### src/rtl/pipe_pkg.sv
// Shared decode constants, control bundle and ID/EXE record for the ID stage.
// Holds opcode/funct values, ALU op codes, the forwarding feedback bus type.
package pipe_pkg;

   localparam int PCW_DEF = 8;

   localparam logic [5:0] OP_RTYPE = 6'b000000;
   localparam logic [5:0] OP_J     = 6'b000010;
   localparam logic [5:0] OP_JAL   = 6'b000011;
   localparam logic [5:0] OP_BEQ   = 6'b000100;
   localparam logic [5:0] OP_BNE   = 6'b000101;
   localparam logic [5:0] OP_ADDI  = 6'b001000;
   localparam logic [5:0] OP_ANDI  = 6'b001100;
   localparam logic [5:0] OP_ORI   = 6'b001101;
   localparam logic [5:0] OP_XORI  = 6'b001110;
   localparam logic [5:0] OP_LUI   = 6'b001111;
   localparam logic [5:0] OP_LW    = 6'b100011;
   localparam logic [5:0] OP_SW    = 6'b101011;

   localparam logic [5:0] FN_SLL = 6'b000000;
   localparam logic [5:0] FN_SRL = 6'b000010;
   localparam logic [5:0] FN_SRA = 6'b000011;
   localparam logic [5:0] FN_JR  = 6'b001000;
   localparam logic [5:0] FN_ADD = 6'b100000;
   localparam logic [5:0] FN_SUB = 6'b100010;
   localparam logic [5:0] FN_AND = 6'b100100;
   localparam logic [5:0] FN_OR  = 6'b100101;
   localparam logic [5:0] FN_XOR = 6'b100110;

   localparam logic [3:0] ALU_ADD = 4'b0000;
   localparam logic [3:0] ALU_SUB = 4'b0100;
   localparam logic [3:0] ALU_AND = 4'b0001;
   localparam logic [3:0] ALU_OR  = 4'b0101;
   localparam logic [3:0] ALU_XOR = 4'b0010;
   localparam logic [3:0] ALU_LUI = 4'b0110;
   localparam logic [3:0] ALU_SLL = 4'b0011;
   localparam logic [3:0] ALU_SRL = 4'b0111;
   localparam logic [3:0] ALU_SRA = 4'b1111;

   typedef struct packed {
      logic [3:0] aluc;
      logic       aluimm;
      logic       shift;
      logic       jal;
      logic       wreg;
      logic       m2reg;
      logic       wmem;
   } ctl_t;

   localparam ctl_t CTL_NOP = '0;

   typedef struct packed {
      ctl_t        ctl;
      logic [31:0] a;
      logic [31:0] b;
      logic [31:0] imm;
      logic [4:0]  sa;
      logic [4:0]  rn0;
   } id_ex_t;

   typedef struct packed {
      logic [4:0]  ern;
      logic        ewreg;
      logic        em2reg;
      logic [31:0] ealu;
      logic [4:0]  mrn;
      logic        mwreg;
      logic        mm2reg;
      logic [31:0] malu;
      logic [31:0] mmo;
   } fb_t;

   function automatic logic [31:0] ext16(
      input logic [15:0] v,
      input logic        s
   );
      return {{16{s & v[15]}}, v};
   endfunction

endpackage

### src/rtl/pipe_fwd_sel.sv
// Operand bypass mux: picks EXE result, MEM result/load data or RF read.
// Ports: src_i source reg, q_i RF value, fb_i EXE/MEM feedback, val_o operand.
module pipe_fwd_sel
   import pipe_pkg::*;
(
   input  logic [4:0]  src_i,
   input  logic [31:0] q_i,
   input  fb_t         fb_i,
   output logic [31:0] val_o
);

   logic nz;
   logic hit_e;
   logic hit_m;

   assign nz = (src_i != 5'd0);

   // A load in EXE has no data yet; that case is covered by the stall.
   assign hit_e = nz & fb_i.ewreg & ~fb_i.em2reg
                & (fb_i.ern == src_i);
   assign hit_m = nz & fb_i.mwreg & (fb_i.mrn == src_i);

   always_comb begin
      val_o = q_i;
      if (hit_e) begin
         val_o = fb_i.ealu;
      end else if (hit_m) begin
         val_o = fb_i.mm2reg ? fb_i.mmo : fb_i.malu;
      end
   end

endmodule

### src/rtl/pipe_id_ctrl.sv
// ID stage: decode, operand bypass, load-use stall, branch/jump resolve.
// Ports: IF/ID word+pc4, RF reads, EXE/MEM feedback in; PC ctrl, ID/EXE regs out.
module pipe_id_ctrl
   import pipe_pkg::*;
#(
   parameter int PCW = PCW_DEF
) (
   input  logic           clock,
   input  logic           reset,
   input  logic [31:0]    dinst,
   input  logic [PCW-1:0] dpc4,
   input  logic [31:0]    qa,
   input  logic [31:0]    qb,
   input  logic [4:0]     ern,
   input  logic           ewreg_fb,
   input  logic           em2reg_fb,
   input  logic [31:0]    ealu,
   input  logic [4:0]     mrn,
   input  logic           mwreg,
   input  logic           mm2reg,
   input  logic [31:0]    malu,
   input  logic [31:0]    mmo,
   output logic           wpcir,
   output logic [1:0]     pcsource,
   output logic [PCW-1:0] bpc,
   output logic [PCW-1:0] jpc,
   output logic [PCW-1:0] rpc,
   output logic [3:0]     ealuc,
   output logic           ealuimm,
   output logic           eshift,
   output logic           ejal,
   output logic           ewreg,
   output logic           em2reg,
   output logic           ewmem,
   output logic [31:0]    ea,
   output logic [31:0]    eb,
   output logic [31:0]    eimm,
   output logic [4:0]     esa,
   output logic [4:0]     ern0,
   output logic [PCW-1:0] epc4
);

   logic [5:0]  op;
   logic [5:0]  fn;
   logic [4:0]  rs;
   logic [4:0]  rt;
   logic [4:0]  rd;
   logic [4:0]  sa;
   logic [15:0] imm16;

   assign op    = dinst[31:26];
   assign rs    = dinst[25:21];
   assign rt    = dinst[20:16];
   assign rd    = dinst[15:11];
   assign sa    = dinst[10:6];
   assign fn    = dinst[5:0];
   assign imm16 = dinst[15:0];

   ctl_t id_ctl;
   logic sext;
   logic regrt;
   logic use_rs;
   logic use_rt;
   logic is_beq;
   logic is_bne;
   logic is_jr;
   logic is_j;

   always_comb begin
      id_ctl = CTL_NOP;
      sext   = 1'b0;
      regrt  = 1'b0;
      use_rs = 1'b0;
      use_rt = 1'b0;
      is_beq = 1'b0;
      is_bne = 1'b0;
      is_jr  = 1'b0;
      is_j   = 1'b0;
      case (op)
         OP_RTYPE: begin
            use_rt = 1'b1;
            case (fn)
               FN_ADD: begin
                  id_ctl.aluc = ALU_ADD;
                  id_ctl.wreg = 1'b1;
                  use_rs      = 1'b1;
               end
               FN_SUB: begin
                  id_ctl.aluc = ALU_SUB;
                  id_ctl.wreg = 1'b1;
                  use_rs      = 1'b1;
               end
               FN_AND: begin
                  id_ctl.aluc = ALU_AND;
                  id_ctl.wreg = 1'b1;
                  use_rs      = 1'b1;
               end
               FN_OR: begin
                  id_ctl.aluc = ALU_OR;
                  id_ctl.wreg = 1'b1;
                  use_rs      = 1'b1;
               end
               FN_XOR: begin
                  id_ctl.aluc = ALU_XOR;
                  id_ctl.wreg = 1'b1;
                  use_rs      = 1'b1;
               end
               FN_SLL: begin
                  id_ctl.aluc  = ALU_SLL;
                  id_ctl.shift = 1'b1;
                  id_ctl.wreg  = 1'b1;
               end
               FN_SRL: begin
                  id_ctl.aluc  = ALU_SRL;
                  id_ctl.shift = 1'b1;
                  id_ctl.wreg  = 1'b1;
               end
               FN_SRA: begin
                  id_ctl.aluc  = ALU_SRA;
                  id_ctl.shift = 1'b1;
                  id_ctl.wreg  = 1'b1;
               end
               FN_JR: begin
                  use_rs = 1'b1;
                  is_jr  = 1'b1;
               end
               default: use_rt = 1'b0;
            endcase
         end
         OP_ADDI: begin
            id_ctl.aluc   = ALU_ADD;
            id_ctl.aluimm = 1'b1;
            id_ctl.wreg   = 1'b1;
            sext          = 1'b1;
            regrt         = 1'b1;
            use_rs        = 1'b1;
         end
         OP_ANDI: begin
            id_ctl.aluc   = ALU_AND;
            id_ctl.aluimm = 1'b1;
            id_ctl.wreg   = 1'b1;
            regrt         = 1'b1;
            use_rs        = 1'b1;
         end
         OP_ORI: begin
            id_ctl.aluc   = ALU_OR;
            id_ctl.aluimm = 1'b1;
            id_ctl.wreg   = 1'b1;
            regrt         = 1'b1;
            use_rs        = 1'b1;
         end
         OP_XORI: begin
            id_ctl.aluc   = ALU_XOR;
            id_ctl.aluimm = 1'b1;
            id_ctl.wreg   = 1'b1;
            regrt         = 1'b1;
            use_rs        = 1'b1;
         end
         OP_LUI: begin
            id_ctl.aluc   = ALU_LUI;
            id_ctl.aluimm = 1'b1;
            id_ctl.wreg   = 1'b1;
            regrt         = 1'b1;
         end
         OP_LW: begin
            id_ctl.aluimm = 1'b1;
            id_ctl.wreg   = 1'b1;
            id_ctl.m2reg  = 1'b1;
            sext          = 1'b1;
            regrt         = 1'b1;
            use_rs        = 1'b1;
         end
         OP_SW: begin
            id_ctl.aluimm = 1'b1;
            id_ctl.wmem   = 1'b1;
            sext          = 1'b1;
            regrt         = 1'b1;
            use_rs        = 1'b1;
            use_rt        = 1'b1;
         end
         OP_BEQ: begin
            sext   = 1'b1;
            regrt  = 1'b1;
            use_rs = 1'b1;
            use_rt = 1'b1;
            is_beq = 1'b1;
         end
         OP_BNE: begin
            sext   = 1'b1;
            regrt  = 1'b1;
            use_rs = 1'b1;
            use_rt = 1'b1;
            is_bne = 1'b1;
         end
         OP_J: is_j = 1'b1;
         OP_JAL: begin
            id_ctl.jal  = 1'b1;
            id_ctl.wreg = 1'b1;
            is_j        = 1'b1;
         end
         default: ;
      endcase
   end

   fb_t fbk;

   always_comb begin
      fbk        = '0;
      fbk.ern    = ern;
      fbk.ewreg  = ewreg_fb;
      fbk.em2reg = em2reg_fb;
      fbk.ealu   = ealu;
      fbk.mrn    = mrn;
      fbk.mwreg  = mwreg;
      fbk.mm2reg = mm2reg;
      fbk.malu   = malu;
      fbk.mmo    = mmo;
   end

   logic [31:0] fwd_a;
   logic [31:0] fwd_b;

   pipe_fwd_sel u_fwd_a (
      .src_i (rs),
      .q_i   (qa),
      .fb_i  (fbk),
      .val_o (fwd_a)
   );

   pipe_fwd_sel u_fwd_b (
      .src_i (rt),
      .q_i   (qb),
      .fb_i  (fbk),
      .val_o (fwd_b)
   );

   logic ld_in_ex;
   logic stall;
   logic equ;

   assign ld_in_ex = ewreg_fb & em2reg_fb & (ern != 5'd0);
   assign stall    = ld_in_ex
                   & ((use_rs & (ern == rs))
                   |  (use_rt & (ern == rt)));
   assign wpcir    = ~stall;
   assign equ      = (fwd_a == fwd_b);

   // The branch compare may use a not-yet-loaded value while
   // stalled, so no redirect until the stall clears.
   always_comb begin
      pcsource = 2'b00;
      if (!stall) begin
         if ((is_beq & equ) | (is_bne & ~equ)) begin
            pcsource = 2'b01;
         end else if (is_jr) begin
            pcsource = 2'b10;
         end else if (is_j) begin
            pcsource = 2'b11;
         end
      end
   end

   logic [31:0] imm_x;

   assign imm_x = ext16(imm16, sext);
   assign bpc   = dpc4 + PCW'({imm_x[29:0], 2'b00});
   assign rpc   = fwd_a[PCW-1:0];

   generate
      if (PCW > 28) begin : g_jwide
         assign jpc = {dpc4[PCW-1:28], dinst[25:0], 2'b00};
      end else begin : g_jnarrow
         assign jpc = PCW'({dinst[25:0], 2'b00});
      end
   endgenerate

   id_ex_t         id_ex_d;
   id_ex_t         id_ex_q;
   logic [PCW-1:0] epc4_q;

   always_comb begin
      id_ex_d     = '0;
      id_ex_d.ctl = stall ? CTL_NOP : id_ctl;
      id_ex_d.a   = fwd_a;
      id_ex_d.b   = fwd_b;
      id_ex_d.imm = imm_x;
      id_ex_d.sa  = sa;
      id_ex_d.rn0 = regrt ? rt : rd;
   end

   always_ff @(posedge clock) begin
      if (reset) begin
         id_ex_q <= '0;
         epc4_q  <= '0;
      end else begin
         id_ex_q <= id_ex_d;
         epc4_q  <= dpc4;
      end
   end

   assign ealuc   = id_ex_q.ctl.aluc;
   assign ealuimm = id_ex_q.ctl.aluimm;
   assign eshift  = id_ex_q.ctl.shift;
   assign ejal    = id_ex_q.ctl.jal;
   assign ewreg   = id_ex_q.ctl.wreg;
   assign em2reg  = id_ex_q.ctl.m2reg;
   assign ewmem   = id_ex_q.ctl.wmem;
   assign ea      = id_ex_q.a;
   assign eb      = id_ex_q.b;
   assign eimm    = id_ex_q.imm;
   assign esa     = id_ex_q.sa;
   assign ern0    = id_ex_q.rn0;
   assign epc4    = epc4_q;

endmodule
### config.mk
export PLATFORM = sky130hd
export DESIGN_NAME = pipe_id_ctrl
export DESIGN_NICKNAME = d
export VERILOG_FILES = /design/src/rtl/pipe_pkg.sv /design/src/rtl/pipe_fwd_sel.sv /design/src/rtl/pipe_id_ctrl.sv
export SDC_FILE = /design/constraint.sdc
export NUM_CORES = 1
export LEC_CHECK = 0
export CAP_MARGIN = 10
export CELL_PAD_IN_SITES_DETAIL_PLACEMENT = 1
export CELL_PAD_IN_SITES_GLOBAL_PLACEMENT = 2
export CORE_ASPECT_RATIO = 1.5
export CORE_UTILIZATION = 19
export CTS_CLUSTER_DIAMETER = 50
export DETAILED_ROUTE_END_ITERATION = 7
export PLACE_DENSITY = 0.87
export SETUP_SLACK_MARGIN = 0.3
export SYNTH_ARGS = -nofsm -noshare
export SYNTH_HDL_FRONTEND = slang
export SYNTH_HIERARCHICAL = 1
export SYNTH_SLANG_ARGS = --single-unit
### constraint.sdc
create_clock -name clock -period 3.6 [get_ports clock]
set_input_delay 0.72 -clock clock [delete_from_list [all_inputs] [get_ports clock]]
set_output_delay 0.72 -clock clock [all_outputs]
set_load 0.03 [all_outputs]
==> results.py <==
metrics = {
    "status": {
        "status": "finished with violations",
        "violations": "setup timing",
    },
    "detailed_routing": {
        "routed_wl_mm": 33.4,
        "dr.pass1.iters": 4,
        "drt-met1-wl_mm": 12.3,
        "drtIter0Drc": 177,
        "vias": 7228,
        "routed_via_density": 4.27,
        "ant_nets": 0,
        "wl_met3_mm": 1.81,
        "wl_met2_mm": 18.4,
        "wl_per_cell_um": 19.7,
        "highest_layer": "met4",
        "drc": 0,
    },
    "placed_design": {
        "hpwlAfterDp_mm": 25.1,
        "dp_slack_ns": -2.00,
        "post_dp_cell_area_mm2": 0.0115,
        "dp.cells": 1633,
        "portBuffers": 364,
        "gp_congestion": 0.816,
    },
    "final_layout": {
        "fin_cells": 1694,
        "mostFrequentLayoutCell": "clkdlybuf4s50_1",
        "layout.nets": 1444,
        "syn_to_final_growth_pct": 97.6,
        "drive_gt1_frac": 0.359,
        "layout.cells.most_common_list": "312 x clkdlybuf4s50_1, 126 x buf_4, 104 x dfxtp_1",
        "utilization": 0.384,
        "design_area_mm2": 0.0132,
    },
    "synthesis": {
        "ys_top_cells_by_area": "dfxtp_1 31%, mux2_2 11%, mux2i_1 9.6%",
        "yosys.area.top_type_share": 0.311,
        "async_flop_share": 0,
        "ys.warnings.count": 6,
        "yosys.area.top_type": "dfxtp_1",
        "synthCells": 746,
        "synth_area_mm2": 0.00669,
        "synthFlopType": "dfxtp_1",
        "ys_seq_area_frac": 0.311,
        "synth-edff-count": 0,
        "synth-seq-cells": 104,
        "syn-mean-instance-area_um2": 8.97,
        "synth_cell_type_count": 54,
    },
    "worst_setup_path": {
        "crit_chain": "buf_6 -> or4_4 -> nor2_4 -> buf_6 -> nor4b_4 -> buf_4 -> buf_12 -> buf_12 -> buf_4 -> buf_12 -> nand2_2 -> o21ai_4 -> xnor2_2 -> nand4_1 -> nor4_4 -> nand2_2 -> or4_4 -> a31oi_4 -> buf_6",
        "cp_max_fo": 6,
        "cp-start-kind": "input pin",
        "cp_num_buf_inv": 8,
        "endpoint": "pcsource[0]",
        "worstSetupPathDepth": 19,
        "path_delay_family": "simple AND/OR/NAND/NOR gates",
        "critPathKind": "in -> out",
        "crit_start": "dinst[18]",
        "crit_arrival_ns": 4.15,
        "critical_path.endpoint_type": "output pin",
        "cp_slowest_stage_delay_ns": 0.54,
        "required_ns": 2.88,
        "cpMaxStageDelayCell": "or4_4",
    },
    "timing": {
        "rsz0062_at_grt": "true",
        "max_slew.worst_pin.slew_ns": 0.515,
        "slew-limit-headroom": 0.657,
        "fin_crit_sh": 1.35,
        "worst_slack_ns": -1.27,
        "finalHoldViolCount": 0,
        "setup_viol": 1,
        "hold_slack_ns": 0.709,
        "drv_slew": 0,
        "tns_ns": -1.27,
        "period_needed_ns": 4.87,
        "timing.fmax_ghz": 0.206,
    },
    "clock_tree": {
        "clock_path_buffers": 2,
        "root_buffer": "clkbuf_16",
        "ctsHoldBuffers": 0,
        "clk_pin_slew_ns": 0.07,
        "cts_tree": "built",
        "htree_levels": 3,
        "clock_sinks": 104,
        "cts-buffers-inserted": 9,
    },
    "global_route": {
        "grt_pass1_vias": 7985,
        "grt_usage": 0.183,
        "grt_max_degree": 67,
        "antenna_found_initial": 3,
        "grt_pass1_wl_mm": 48.1,
        "grt.overflow.total": 0,
    },
    "floorplanning": {
        "ios": 367,
        "rows": 83,
        "fp.dieW_um": 155,
        "die_area_mm2": 0.0360,
        "core_region_area_mm2": 0.0345,
        "initial_core_util": 0.194,
        "die_height_um": 232,
    },
    "flow_run": {
        "maxCapViolations": 0,
    },
    "pwr": {
        "power_density_mw_per_mm2": 267,
        "power_leakage_nw": 4.98,
        "power.total_mw": 3.54,
        "irDropWorstVdd_mv": 0.180,
    },
    "hold_path": {
        "hold_class": "in -> reg",
    },
}
==> per-layer routing <==
layer	up-vias	track usage
met1	3444	0.185
met5	-	0
met2	279	0.362
met3	32	0.0366
met4	0	0.0680
li1	3473	-
==> sequential cells by signal, indices dropped and copies added, names as in the netlist <==
register	cells
ern0	5
eb	32
ewmem	1
em2reg	1
ejal	1
ealuc	4
eshift	1
ealuimm	1
ewreg	1
ea	32
eimm	17
epc4	8
==> Yosys cell counts, drive strengths merged, types with 2 or more instances <==
cell type,instances
nand2,82
buf,53
xor2,6
a31oi,2
mux2i,64
nand2b,9
and3,2
ha,5
nor2,14
nor3,9
dfxtp,104
nor2b,90
o21ai,77
mux2,64
a21o,4
clkbuf,21
xnor2,55
o21bai,2
o2111ai,3
nor4b,2
a21oi,17
nor4,5
nor3b,4
inv,15
nand4,11
a222oi,2
or4,3
nand3,6
==> where the power goes <==
group,internal [mW],total (mW),switching (mW)
clock network,0.458,0.948,0.490
logic,0.714,1.35,0.641
registers,1.21,1.23,0.0205
total,2.39,3.54,1.15
==> worst min path at each step <==
stage | cells past startpoint | startpoint | end | slack, ns
3_5_place_dp | 2 | reset | eimm[12]$_SDFF_PP0_ | 1.20
6_report | 3 | dinst[5] | eimm[5]$_SDFF_PP0_ | 0.71
3_3_place_gp | 2 | reset | eimm[13]$_SDFF_PP0_ | 1.19
4_1_cts | 3 | dinst[5] | eimm[5]$_SDFF_PP0_ | 0.70
2_1_floorplan | 1 | reset | eimm[0]$_SDFF_PP0_ | 0.80
5_1_grt | 3 | dinst[5] | eimm[5]$_SDFF_PP0_ | 0.70
==> kinds of logic after synthesis <==
kind of cell	count (synthesis)	share of synthesized area
AO/OA/AOI/OAI	114	0.0965
XOR/XNOR	61	0.0798
adder cells (fa/ha/maj)	6	0.0123
buffers and inverters	89	0.0868
flip-flops	104	0.311
multiplexers	128	0.203
other	1	0.000560
AND/OR/NAND/NOR	243	0.209
==> cell type report <==
type | instances | area (um2)
diodes | 3 | 7.51
fillers | 3920 | 21300
flip-flops and latches | 104 | 2080
clock buffers | 9 | 225
inverters | 15 | 56.3
clock inverters | 4 | 23.8
repair buffers | 538 | 5380
multi-input cells | 554 | 4860
well taps | 467 | 584
==> what timing repair did <==
item,4_1_cts,5_1_grt
pin swaps,71,29
setup endpoints to repair,13,13
buffers inserted,27,9
resized for setup,280,55
gates cloned,9,0
(Power assumes the default switching activity.)
